--- src/rtl/fir_pkg.sv ---
// fir_pkg: constants and state encoding shared by the FIR cores and the coefficient loader
package fir_pkg;
  localparam int NUM_TAPS = 33;
  localparam int COEF_W = 16;
  localparam int ADDR_W = 6;
  localparam int LOAD_TIMEOUT = 255;
  typedef enum logic [1:0] {IDLE, WRITE, READ, DONE} loadStateT;
  function automatic int cntWidth(input int a, input int b);
    return $clog2((a > b ? a : b) + 1);
  endfunction
endpackage

--- src/rtl/fir_coeff_loader_if.sv ---
// fir_coeff_loader_if: coefficient stream handshake plus the filter coefficient RAM port
interface fir_coeff_loader_if #(
  parameter int COEF_W = fir_pkg::COEF_W,
  parameter int ADDR_W = fir_pkg::ADDR_W
);
  logic coefValid;
  logic signed [COEF_W-1:0] coefData;
  logic coefReady;
  logic coeffiUpdateFlag;
  logic csnRam;
  logic wrnRam;
  logic [ADDR_W-1:0] addrRam;
  logic signed [COEF_W-1:0] wrDtRam;
  modport master (
    output coefValid, coefData,
    input coefReady, coeffiUpdateFlag, csnRam, wrnRam, addrRam, wrDtRam
  );
  modport slave (
    input coefValid, coefData,
    output coefReady, coeffiUpdateFlag, csnRam, wrnRam, addrRam, wrDtRam
  );
endinterface

--- src/rtl/fir_loader_timeout.sv ---
// fir_loader_timeout: idle-cycle counter whose terminal flag marks the increment that reaches LIMIT
module fir_loader_timeout #(
  parameter int LIMIT = 255,
  parameter int W = $clog2(LIMIT + 1)
) (
  input logic iClk_12M,
  input logic iRst,
  input logic clear,
  input logic inc,
  output logic tc
);
  logic [W-1:0] count;
  assign tc = inc && count == W'(LIMIT - 1);
  // clear wins over inc so an accepted beat always restarts the idle window
  always_ff @(posedge iClk_12M or posedge iRst) begin
    if (iRst) count <= '0;
    else if (clear) count <= '0;
    else if (inc) count <= count + 1'b1;
  end
endmodule

--- src/rtl/fir_coeff_loader.sv ---
// fir_coeff_loader: streams NUM_TAPS coefficients into the filter RAM, then read-sweeps them once
module fir_coeff_loader #(
  parameter int NUM_TAPS = fir_pkg::NUM_TAPS,
  parameter int COEF_W = fir_pkg::COEF_W,
  parameter int ADDR_W = fir_pkg::ADDR_W,
  parameter int TIMEOUT = fir_pkg::LOAD_TIMEOUT
) (
  input logic iClk_12M,
  input logic iRst,
  input logic iStart,
  fir_coeff_loader_if.slave coefBus,
  output logic oBusy,
  output logic oDone,
  output logic oErr
);
  import fir_pkg::*;
  localparam int CNT_W = cntWidth(NUM_TAPS, TIMEOUT);
  loadStateT state;
  logic [CNT_W-1:0] beatCnt;
  logic accept;
  logic stall;
  assign accept = coefBus.coefValid && coefBus.coefReady;
  fir_loader_timeout #(.LIMIT(TIMEOUT), .W(CNT_W)) idleTimer (
    .iClk_12M(iClk_12M),
    .iRst(iRst),
    .clear(state != WRITE || accept),
    .inc(!accept),
    .tc(stall)
  );
  // load sequencer; every RAM-port and status output is a register updated here
  always_ff @(posedge iClk_12M or posedge iRst) begin
    if (iRst) begin
      state <= IDLE;
      beatCnt <= '0;
      coefBus.coefReady <= 1'b0;
      coefBus.coeffiUpdateFlag <= 1'b0;
      coefBus.csnRam <= 1'b1;
      coefBus.wrnRam <= 1'b1;
      coefBus.addrRam <= '0;
      coefBus.wrDtRam <= '0;
      oBusy <= 1'b0;
      oDone <= 1'b0;
      oErr <= 1'b0;
    end else begin
      oDone <= 1'b0;
      case (state)
        IDLE: if (iStart) begin
          state <= WRITE;
          beatCnt <= '0;
          oErr <= 1'b0;
          oBusy <= 1'b1;
          coefBus.coefReady <= 1'b1;
          coefBus.coeffiUpdateFlag <= 1'b1;
        end
        WRITE: if (beatCnt == CNT_W'(NUM_TAPS)) begin
          state <= READ;
          coefBus.coeffiUpdateFlag <= 1'b0;
          coefBus.csnRam <= 1'b0;
          coefBus.wrnRam <= 1'b1;
          coefBus.addrRam <= ADDR_W'(1);
        end else if (stall) begin
          state <= IDLE;
          oErr <= 1'b1;
          oBusy <= 1'b0;
          coefBus.coefReady <= 1'b0;
          coefBus.coeffiUpdateFlag <= 1'b0;
          coefBus.csnRam <= 1'b1;
          coefBus.wrnRam <= 1'b1;
          coefBus.addrRam <= '0;
        end else begin
          coefBus.csnRam <= !accept;
          coefBus.wrnRam <= !accept;
          if (accept) begin
            coefBus.addrRam <= ADDR_W'(beatCnt + 1'b1);
            coefBus.wrDtRam <= COEF_W'(coefBus.coefData);
            beatCnt <= beatCnt + 1'b1;
            coefBus.coefReady <= beatCnt != CNT_W'(NUM_TAPS - 1);
          end
        end
        READ: if (coefBus.addrRam == ADDR_W'(NUM_TAPS)) begin
          state <= DONE;
          oDone <= 1'b1;
          oBusy <= 1'b0;
          coefBus.csnRam <= 1'b1;
          coefBus.addrRam <= '0;
        end else coefBus.addrRam <= coefBus.addrRam + 1'b1;
        DONE: state <= IDLE;
      endcase
    end
  end
endmodule
--- src/flat_wrapper.sv ---
// flat-port wrapper written by rule: the top's interface ports become plain ports
module fir_coeff_loader_flat import fir_pkg::*;
#(
  parameter int NUM_TAPS = fir_pkg::NUM_TAPS,
  parameter int COEF_W = fir_pkg::COEF_W,
  parameter int ADDR_W = fir_pkg::ADDR_W,
  parameter int TIMEOUT = fir_pkg::LOAD_TIMEOUT
)
  (iClk_12M, iRst, iStart, oBusy, oDone, oErr, coefBus_coefValid, coefBus_coefData, coefBus_coefReady, coefBus_coeffiUpdateFlag, coefBus_csnRam, coefBus_wrnRam, coefBus_addrRam, coefBus_wrDtRam);
  fir_coeff_loader_if #(.COEF_W(COEF_W), .ADDR_W(ADDR_W)) coefBus_i ();
  input logic iClk_12M;
  input logic iRst;
  input logic iStart;
  output logic oBusy;
  output logic oDone;
  output logic oErr;
  input wire logic [$bits(coefBus_i.coefValid)-1:0] coefBus_coefValid;
  input wire logic [$bits(coefBus_i.coefData)-1:0] coefBus_coefData;
  output wire logic [$bits(coefBus_i.coefReady)-1:0] coefBus_coefReady;
  output wire logic [$bits(coefBus_i.coeffiUpdateFlag)-1:0] coefBus_coeffiUpdateFlag;
  output wire logic [$bits(coefBus_i.csnRam)-1:0] coefBus_csnRam;
  output wire logic [$bits(coefBus_i.wrnRam)-1:0] coefBus_wrnRam;
  output wire logic [$bits(coefBus_i.addrRam)-1:0] coefBus_addrRam;
  output wire logic [$bits(coefBus_i.wrDtRam)-1:0] coefBus_wrDtRam;
  assign coefBus_i.coefValid = coefBus_coefValid;
  assign coefBus_i.coefData = coefBus_coefData;
  assign coefBus_coefReady = coefBus_i.coefReady;
  assign coefBus_coeffiUpdateFlag = coefBus_i.coeffiUpdateFlag;
  assign coefBus_csnRam = coefBus_i.csnRam;
  assign coefBus_wrnRam = coefBus_i.wrnRam;
  assign coefBus_addrRam = coefBus_i.addrRam;
  assign coefBus_wrDtRam = coefBus_i.wrDtRam;
  fir_coeff_loader #(.NUM_TAPS(NUM_TAPS), .COEF_W(COEF_W), .ADDR_W(ADDR_W), .TIMEOUT(TIMEOUT)) u_core (.iClk_12M(iClk_12M), .iRst(iRst), .iStart(iStart), .coefBus(coefBus_i), .oBusy(oBusy), .oDone(oDone), .oErr(oErr));
endmodule
--- config.mk ---
export PLATFORM = sky130hd
export DESIGN_NAME = fir_coeff_loader_flat
export DESIGN_NICKNAME = d
export VERILOG_FILES = /design/src/rtl/fir_pkg.sv /design/src/rtl/fir_coeff_loader_if.sv /design/src/rtl/fir_loader_timeout.sv /design/src/rtl/fir_coeff_loader.sv /design/src/flat_wrapper.sv
export SDC_FILE = /design/constraint.sdc
export NUM_CORES = 1
export LEC_CHECK = 0
export BUFFER_PORTS_ARGS = -buffer_cell sky130_fd_sc_hd__buf_2
export CAP_MARGIN = 10
export CORE_ASPECT_RATIO = 1.1
export CORE_MARGIN = 2
export CORE_UTILIZATION = 28
export DETAILED_ROUTE_END_ITERATION = 7
export GPL_TIMING_DRIVEN = 0
export MAX_ROUTING_LAYER = met4
export SLEW_MARGIN = 15
export SYNTH_ARGS = -nofsm -noshare
export SYNTH_HDL_FRONTEND = slang
export SYNTH_SLANG_ARGS = --single-unit
--- constraint.sdc ---
create_clock -name iClk_12M -period 2.4 [get_ports iClk_12M]
set_input_delay 0.48 -clock iClk_12M [delete_from_list [all_inputs] [get_ports iClk_12M]]
set_output_delay 0.48 -clock iClk_12M [all_outputs]
set_load 0.1 [all_outputs]
# --- After elaboration in Yosys (flattened, before gate mapping) ---
# Index checks and enable logic that the tools add are counted.
word_totals:
  inputBits: 20
  wordCells: 91
  ff_bits: 47
  output_inout_bits: 29
classes:
  n_reduce_logical: 17
  addsub: 3
  bitwise_logic: 2
  eq_ne: 18
  mux: 39
ops:
  columns: ["op", "count"]
  rows:
  - ["$mux W8", 6]
  - ["$mux W6", 4]
  - ["$mux W1", 17]
  - ["$add A8 B1 Y8 const B", 2]
  - ["$pmux W8 S2", 1]
  - ["$pmux W6 S2", 1]
  - ["$reduce_and A4 Y1", 3]
  - ["$ne A2 B2 Y1 const B", 5]
  - ["$reduce_and A5 Y1", 2]
  - ["$eq A8 B6 Y1 const B", 1]
  - ["$eq A8 B8 Y1 const B", 1]
  - ["$mux W2", 4]
  - ["$ne A8 B6 Y1 const B", 1]
  - ["$pmux W1 S2", 4]
  - ["$pmux W2 S4", 1]
  - ["$add A6 B1 Y6 const B", 1]
  - ["$eq A6 B6 Y1 const B", 1]
  - ["$ne A2 B1 Y1 const B", 3]
  - ["$ne A3 B2 Y1 const B", 2]
  - ["$reduce_and A3 Y1", 2]
  - ["$eq A2 B2 Y1 const B", 2]
  - ["$ne A4 B2 Y1 const B", 1]
  - ["$reduce_and A2 Y1", 2]
  - ["$reduce_bool A2 Y1", 2]
  - ["8 further kinds", 10]

# --- Depth between registers and ports, before layout ---
# Gate-level depths: netlist of run 1.
logic_depth:
  depth_word: 6
  ltp_mapped: 8
  depth_no_buf: 7

# --- By module ---
# Synthesis of run 1 repeated with hierarchy kept, for this count alone.
hier_totals:
  cells_unflattened: 244
  hier_area_um2: 2560.0
by_module_without_submodules:
  columns: ["module", "n_inst", "seq_area_each_um2", "cells_each", "area_per_inst_um2"]
  rows:
  - ["fir_coeff_loader", 1, 978.4, 202, 2140.8]
  - ["fir_loader_timeout", 1, 200.2, 42, 419.2]

# --- Worst setup path after synthesis of run 1 ---
# Ideal clock, no wire load.
synth_timing:
  path_kind: "reg2reg"
  startpoint: "reg u_core.coefBus.addrRam[0]"
  endpoint: "reg u_core.oBusy"
  setup_time_ns: 0.130
  path_stages_with_launch: 7
  t_required_ns: 2.270
  n_path_buf: 0
  arrival_ns: 2.315
  synth_period_minus_slack_ns: 2.445
  slack_ns: -0.045
  cell_sequence: "dfrtp_1 -> ha_1 -> or4b_4 -> o21ai_4 -> o311ai_1 -> o21ai_0 -> o31ai_1"
synth_via:
  elab_chain_len: 3
synth_rtl:
  columns: ["element", "line", "rtl"]
  rows:
  - ["start: declaration", "fir_coeff_loader_if.sv:20", "output coefReady, coeffiUpdateFlag, csnRam, wrnRam, addrRam, wrDtRam"]
  - ["start signal: assignment", "fir_coeff_loader.sv:74", "coefBus.addrRam <= ADDR_W'(beatCnt + 1'b1);"]
  - ["start signal: assignment", "fir_coeff_loader.sv:86", "end else coefBus.addrRam <= coefBus.addrRam + 1'b1;"]
  - ["$eq A6 B6 Y1", "fir_coeff_loader.sv:80", "READ: if (coefBus.addrRam == ADDR_W'(NUM_TAPS)) begin"]
  - ["$ne A2 B1 Y1 (no source line)", null, null]
  - ["$reduce_and A5 Y1 (no source line)", null, null]
  - ["end signal: assignment", "fir_coeff_loader.sv:51", "oBusy <= 1'b1;"]
  - ["end signal: assignment", "fir_coeff_loader.sv:64", "oBusy <= 1'b0;"]
  - ["end signal: assignment", "fir_coeff_loader.sv:83", "oBusy <= 1'b0;"]
  - ["end: declaration", "fir_coeff_loader.sv:12", "output logic oBusy,"]
# No other way between the ends.
# A chain may end at the register's enable or synchronous reset.

# --- Worst setup path in the final report of run 1 ---
layout_timing:
  startpoint: "reg u_core.beatCnt[0]"
  endpoint: "reg u_core.coefBus.addrRam[5]"
layout_via:
  elab_chain_len: 5
  elab_cells_between_ends: 8
  classes_between: "1 x add/sub; 2 x eq/ne; 4 x mux; 1 x reduce/logical"
layout_rtl:
  columns: ["element", "line", "rtl"]
  rows:
  - ["start: declaration", "fir_coeff_loader.sv:19", "logic [CNT_W-1:0] beatCnt;"]
  - ["start signal: assignment", "fir_coeff_loader.sv:76", "beatCnt <= beatCnt + 1'b1;"]
  - ["$add A8 B1 Y8", "fir_coeff_loader.sv:74", null]
  - ["$mux W6", "fir_coeff_loader.sv:73", "if (accept) begin"]
  - ["$mux W6", "fir_coeff_loader.sv:61", "end else if (stall) begin"]
  - ["$mux W6", "fir_coeff_loader.sv:55", "WRITE: if (beatCnt == CNT_W'(NUM_TAPS)) begin"]
  - ["$pmux W6 S2", "fir_coeff_loader.sv:46", "case (state)"]
# Several ways; a longest one is shown, not always the timed one. The select of a mux whose other input is x is not followed.

==> results of run 1 <==
area by class of cell:
| cell class | instances | area [µm²] |
|---|---|---|
| Fill cell | 888 | 5450 |
| Sequential cell | 47 | 1180 |
| Multi-Input combinational cell | 196 | 1170 |
| Timing Repair Buffer | 49 | 260 |
| Tap cell | 111 | 139 |
| Clock buffer | 5 | 68.8 |
| Inverter | 13 | 48.8 |
| Clock inverter | 3 | 46.3 |
| Buffer | 8 | 40.0 |
power breakdown:
| group | internal [W] | switching (W) | total, W |
|---|---|---|---|
| Sequential | 0.00103 | 0.000180 | 0.00121 |
| Clock | 0.000314 | 0.000303 | 0.000617 |
| Combinational | 0.000447 | 0.00192 | 0.00236 |
| Total | 0.00179 | 0.00240 | 0.00419 |
cells in the mapped netlist, types with 2 or more instances:
master / number / share of area [%]
o21ai_0: 22 / 4.5
dfstp_2: 2 / 2.2
nor2b_1: 3 / 0.77
xnor2_1: 2 / 0.72
nor2_1: 16 / 2.5
and2_1: 2 / 0.51
a22o_1: 2 / 0.72
dfrtp_1: 45 / 46
o22ai_1: 3 / 0.77
o21a_1: 2 / 0.62
ha_1: 11 / 5.6
a21oi_1: 9 / 1.8
nand4_1: 2 / 0.51
nand2_1: 64 / 9.8
or3_1: 3 / 0.77
and3_1: 2 / 0.51
buf_2: 8 / 1.6
o21ai_1: 3 / 0.62
xor2_1: 6 / 2.2
a31oi_1: 3 / 0.77
inv_1: 13 / 2.0
nand2b_1: 2 / 0.51
nand3_1: 11 / 2.3
and4_1: 2 / 0.72
o31ai_1: 4 / 1.2
flip-flops by register name, indices dropped and copies added, names as in the netlist, named ones only:
register / cells
u_core.coefBus.coeffiUpdateFlag: 1
u_core.coefBus.csnRam: 1
u_core.oDone: 1
u_core.coefBus.wrnRam: 1
u_core.coefBus.addrRam: 6
u_core.coefBus.wrDtRam: 16
u_core.coefBus.coefReady: 1
u_core.state: 1
u_core.idleTimer.count: 8
u_core.oErr: 1
u_core.beatCnt: 8
u_core.oBusy: 1
routing by layer:
| layer | part of all wire [%] | GRT usage, % |
|---|---|---|
| met3 | 3.8 | 2.80 |
| met2 | 46 | 19.0 |
| met1 | 49 | 18.0 |
| met4 | 0.78 | 3.39 |
| met5 | 0 | - |
kinds of logic (layout without fill, tap and decap cells):
family                   Yosys count  after routing  synth area share (%)
adder cells (fa/ha/maj)           11             11                  5.64
AND/OR/NAND/NOR                  114            114                  22.3
XOR/XNOR                           8              8                  2.87
multiplexers                       1              1                 0.410
AO/OA/AOI/OAI                     62             62                  16.9
flip-flops                        47             47                  48.3
buffers and inverters             21             78                  3.64
stage by stage:
stage | instances | power [W] | instance area, µm² | setup slack [ns] | setup TNS [ns]
floorplan | 264 | 0.00318 | 2440 | 0.124 | 0
global placement | 423 | 0.00358 | 2820 | -0.0347 | -0.0347
detailed placement | 424 | 0.00360 | 2840 | 0.268 | 0
CTS | 432 | 0.00423 | 2960 | 0.246 | 0
global route | 432 | 0.00445 | 2960 | 0.0608 | 0
finish | 432 | 0.00419 | 2960 | 0.241 | 0
worst max-delay path by stage:
| stage | startpoint | to | slack [ns] | depth (start not counted) |
|---|---|---|---|---|
| after floorplan | u_core.coefBus.addrRam[1] | u_core.oBusy | 0.12 | 7 |
| after global placement | iRst | u_core.coefBus.addrRam[0] | -0.03 | 2 |
| after detailed placement | u_core.beatCnt[0] | u_core.beatCnt[4] | 0.27 | 6 |
| after CTS | u_core.beatCnt[0] | u_core.beatCnt[4] | 0.25 | 6 |
| after global routing | flop | u_core.coefBus.addrRam[3] | 0.06 | 7 |
| final | u_core.beatCnt[0] | u_core.coefBus.addrRam[5] | 0.24 | 6 |
worst reg2reg max path: cells and delay by family (launching register included):
kind | cells | cell delay [ns]
AO/OA/AOI/OAI | 2 | 0.36
AND/OR/NAND/NOR | 3 | 0.97
adder cells (fa/ha/maj) | 1 | 0.19
flip-flops | 1 | 0.53
==> metrics.md, run 1 <==
| Metric | Value |
|---|---|
| Fin util | `35.1%` |
| Crit path largest cell delay | `roughly 0.53 ns` |
| Post-synthesis async set-or-reset flop share | `100%` |
| Post-CTS Setup Inserts | `0` |
| CP required | `2.61 ns` |
| Max VDD drop | `0.697 mV` |
| Vias per cell | `4.71` |
| Post-synthesis sequential area ratio | `between 40% and 50%` |
| Syn nets | `between 200 and 300` |
| R2r endpoint | `u_core.coefBus.addrRam[5]` |
| Slew headroom | `61.5%` |
| Placer Congestion | `0.820` |
| Die height | `102 µm` |
| DR WL/cell | `12.8 µm` |
| Synth warnings | `0` |
| Pin count of the biggest net entering global routing | `28` |
| Final Slew Violations | `0` |
| CP Data Arrival Time | `2.37 ns` |
| Most frequent cells in the layout | `nand2_1 (64), buf_2 (56), dfrtp_1 (44)` |
| Cells along the critical path | `ha_1, nor3b_1, and2_4, or3_1, o21ai_0, a22o_1` |
| Min Hold Slack | `0.157 ns` |
| R2R depth | `6` |
| Post-route DRC | `0` |
| Endpoints failing setup | `0` |
| Initial antenna violation count | `0` |
| Post-Syn Area | `0.00244 mm²` |
| Nets | `about 350` |
| CP endpoint kind | `flop` |
| CTS tree | `built` |
| Crit Path Class | `flop to flop` |
| Core Rows | `35` |
| H-tree depth | `2` |
| Area of the die | `0.00948 mm²` |
| Clock Latency Late Sink | `0.31 ns` |
| Final Critical Period | `2.16 ns` |
| Power density over the cells | `1420 mW/mm²` |
| Yosys reg bits | `47` |
| Number of port buffers | `48` |
| Least-Margin Pin Slew | `about 0.57 ns` |
| Critical Path Start Type | `flop` |
| Area growth syn-to-layout | `21.1%` |
| # hold bufs at CTS | `0` |
| 1st-iter DRT viols | `~110` |
| Cells after Synth | `264` |
| Ant diodes | `0` |
| CP max-delay cell | `dfrtp_1` |
| Max_cap viols | `0` |
| CTS root buffer | `clkbuf_8` |
| Clock transition at path regs | `0.10 ns` |
| Peak Freq | `0.463 GHz` |
| Main flop type after synthesis | `dfrtp_1` |
| CTS buffer count | `5` |
| RSZ-0062 raised after global routing | `no` |
| Critical-path maximum fanout | `9` |
| Die W | `93.0 µm` |
| Clock skew | `roughly 0.014 ns` |
| HP Class | `input pin to asynchronous set/reset pin` |
| Post-synth EDFFs | `0` |
| Fin crit share | `between 80 and 90%` |
| Leak | `1.42 nW` |
| Post-CTS Resized | `0` |
| Mean area per synthesized cell | `9.24 µm²` |
| Core box area | `0.00841 mm²` |
| R2r startpoint | `u_core.beatCnt[0]` |
| Gr usage total | `12.9%` |
| Most common cell after layout, fill and taps aside | `nand2_1` |
| First-pass GRT wire length | `9540 µm` |
| Vias in the first global route | `1914` |
| DRT antenna net count | `0` |
| WL final | `5530 µm` |
| DR vias | `2035` |
| IO Pins | `49` |
| Half-perimeter wire length after placement | `slightly above 4000 µm` |
| Synth cell types | `47` |
| GR Overflow Total | `0` |
| CTS sink cnt | `47` |
| Status | `complete, no violations` |
| Worst R2R Setup Slack | `0.24 ns` |
| Initial Util | `between 20 and 30%` |
| Clk buf depth | `2` |
| Final Hold Fails | `0` |
| Worst path top cell family by delay | `simple AND/OR/NAND/NOR gates` |
| Buf+Inv Stages, Crit Path | `0` |
| Share of cells above drive strength 1 | `24.6%` |
| First-pass DRT Iterations | `4` |
Note: power is estimated with default switching activity, not from simulation.
==> inputs of run 2 (changes only) <==
==> constraint.sdc (replaced) <==
create_clock -name iClk_12M -period 2.4 [get_ports iClk_12M]
set_input_delay 0.48 -clock iClk_12M [delete_from_list [all_inputs] [get_ports iClk_12M]]
set_output_delay 0.48 -clock iClk_12M [all_outputs]
set_load 0.05 [all_outputs]
==> run 2 against run 1 <==
  * Core utilization about the same
  * Sequential share of layout area is essentially flat
  * Final area barely moved
  * Combinational power is 29% lower
  * Critical path depth increased by 1
  * Die area did not move
  * Non-clock buffer count unchanged
==> metrics.md, run 2 (same netlist as run 1, synthesis figures left out) <==
| Metric | Value |
|---|---|
| Status | `complete, no violations` |
| DR WL/cell | `around 13 µm` |
| Initial antenna violation count | `0` |
| HP Class | `input pin to asynchronous set/reset pin` |
| DRT antenna net count | `0` |
| CP Data Arrival Time | `2.37 ns` |
| Area of the die | `0.00948 mm²` |
| Clock transition at path regs | `roughly 0.090 ns` |
| Half-perimeter wire length after placement | `about 4200 µm` |
| Sequential Power Share | `34.6%` |
| Area growth syn-to-layout | `21.1%` |
| Post-CTS Resized | `0` |
| CP max-delay cell | `o31ai_1` |
| Buf+Inv Stages, Crit Path | `2` |
| Most common cell on crit path | `o21ai_0` |
| P_sw | `0.00170 W` |
| Busiest metal layer after global routing | `met2` |
| Max reg flops | `16` |
| IO Pins | `49` |
| Worst R2R Setup Slack | `0.26 ns` |
| Leak | `1.42 nW` |
| Peak Freq | `0.467 GHz` |
| Least-Margin Pin Slew | `0.541 ns` |
| Die W | `between 90 and 100 µm` |
| Slew headroom | `63.6%` |
| Gr usage total | `12.4%` |
| CTS tree | `built` |
| Vias in the first global route | `1937` |
| Die height | `just over 100 µm` |
| R2r endpoint | `u_core.coefBus.addrRam[4]` |
| Endpoints failing setup | `0` |
| 1st-iter DRT viols | `94` |
| Initial Util | `29.0%` |
| Met3 Resource Use GR | `2.51%` |
| Fin crit share | `89.2%` |
| Core Rows | `35` |
| Final Critical Period | `2.14 ns` |
| Sw frac | `48.7%` |
| Crit Path Class | `flop to flop` |
| Vias per cell | `~4.7` |
| First-pass GRT wire length | `9160 µm` |
| Final Hold Fails | `0` |
| Pin count of the biggest net entering global routing | `36` |
| Core box area | `between 0.008 and 0.009 mm²` |
| Number of port buffers | `48` |
| Power density over the cells | `1180 mW/mm²` |
| # hold bufs at CTS | `0` |
| Most frequent cells in the layout | `nand2_1 (64), buf_2 (56), dfrtp_1 (45)` |
| Clk buf depth | `2` |
| WL final | `5590 µm` |
| Share of cells above drive strength 1 | `24.3%` |
| Cells along the critical path | `inv_1, ha_1, buf_2, nand2_1, o31ai_1, o21ai_0, o21ai_0` |
| Ant diodes | `0` |
| Nets | `roughly 350` |
| Area occupied by multi-input gates | `0.00117 mm²` |
| Largest registers | `u_core.coefBus.wrDtRam: 16 flops, u_core.beatCnt: 8 flops, u_core.idleTimer.count: 8 flops` |
| Largest Register | `u_core.coefBus.wrDtRam` |
| M1 GR Usage | `15.3%` |
| Stages on the worst setup path | `7` |
| FF+latch area | `~0.0012 mm²` |
| Pint | `0.00179 W` |
| Clock Latency Late Sink | `0.30 ns` |
| RSZ-0062 raised after global routing | `no` |
| Critical Path Start Type | `flop` |
| Post-route DRC | `0` |
| Met2 usage | `20.8%` |
| H-tree depth | `2` |
| First-pass DRT Iterations | `4` |
| Combinational power share | `48.1%` |
| CTS buffer count | `5` |
| Clock skew | `0.00652 ns` |
| Post-CTS Setup Inserts | `0` |
| DR vias | `2050` |
| Max VDD drop | `0.425 mV` |
| Max_cap viols | `0` |
| Post-Route Setup TNS | `0 ns` |
| # fillers | `876` |
| Clk pwr share | `17.3%` |
| Final Slew Violations | `0` |
| CP required | `2.63 ns` |
| Fin util | `35.1%` |
| CTS sink cnt | `between 40 and 50` |
| Most common cell after layout, fill and taps aside | `nand2_1` |
| CP endpoint kind | `flop` |
| Placer Congestion | `0.815` |
| R2R depth | `7` |
| Crit path largest cell delay | `roughly 0.55 ns` |
| Critical-path maximum fanout | `10` |
| Worst path top cell family by delay | `compound AO/OA/AOI/OAI gates` |
| CTS root buffer | `clkbuf_8` |
| GR Overflow Total | `0` |
## run 2: cell types whose count changed in the layout (fill, tap and decap cells not counted)
cell     change
dfrtp_1      +1
dfrtp_2      -1
## run 2: worst max path at each step
stage | from | end
after floorplan | u_core.coefBus.addrRam[0] | u_core.oBusy
after global placement | iRst | u_core.coefBus.addrRam[5]
after detailed placement | flop | u_core.coefBus.addrRam[4]
after CTS | u_core.beatCnt[0] | u_core.coefBus.addrRam[2]
after global routing | flop | u_core.coefBus.addrRam[3]
final | flop | u_core.coefBus.addrRam[4]
## run 2: worst register-to-register path: cells and delay by family, from the launching register on
kind            cells  cell delay [ns]
flops               1             0.40
compound gates      3             0.84
buf+inv             2             0.35
simple gates        1             0.28
fa+ha+maj           1             0.20
## run 2: layer usage
metal,up-vias,routed length (µm)
li1,1019,-
met1,982,2570
met2,42,2760
met3,7,206
met4,0,51
met5,-,0
## run 2: final cells by class
type	instances	share of cell area, %
sequential	47	39.9
multi-input combinational	196	39.7
timing repair buffer	49	8.81
tap	111	4.70
clock buffer	5	2.33
inverter	13	1.65
clock inverter	3	1.57
buffer	8	1.36
## run 2: power by group through the flow
| stage | combinational, W | sequential, W | clock (W) |
|---|---|---|---|
| 2_1_floorplan | 0.000659 | 0.00184 | 0 |
| 3_3_place_gp | 0.00167 | 0.00122 | 0 |
| 3_5_place_dp | 0.00169 | 0.00123 | 0 |
| 4_1_cts | 0.00170 | 0.00121 | 0.000629 |
| 5_1_grt | 0.00183 | 0.00124 | 0.000647 |
| 6_report | 0.00168 | 0.00121 | 0.000604 |
## run 2: per-stage QoR
| stage | std cells | cell area (µm²) | worst slack (ns) | total power [W] | hold slack, ns |
|---|---|---|---|---|---|
| floorplan | 264 | 2440 | 0.295 | 0.00250 | 0.455 |
| global placement | 423 | 2820 | 0.129 | 0.00289 | 0.455 |
| detailed placement | 424 | 2840 | 0.311 | 0.00292 | 0.456 |
| CTS | 432 | 2950 | 0.293 | 0.00354 | 0.111 |
| global route | 432 | 2950 | 0.00296 | 0.00372 | 0.116 |
| finish | 432 | 2950 | 0.260 | 0.00349 | 0.111 |
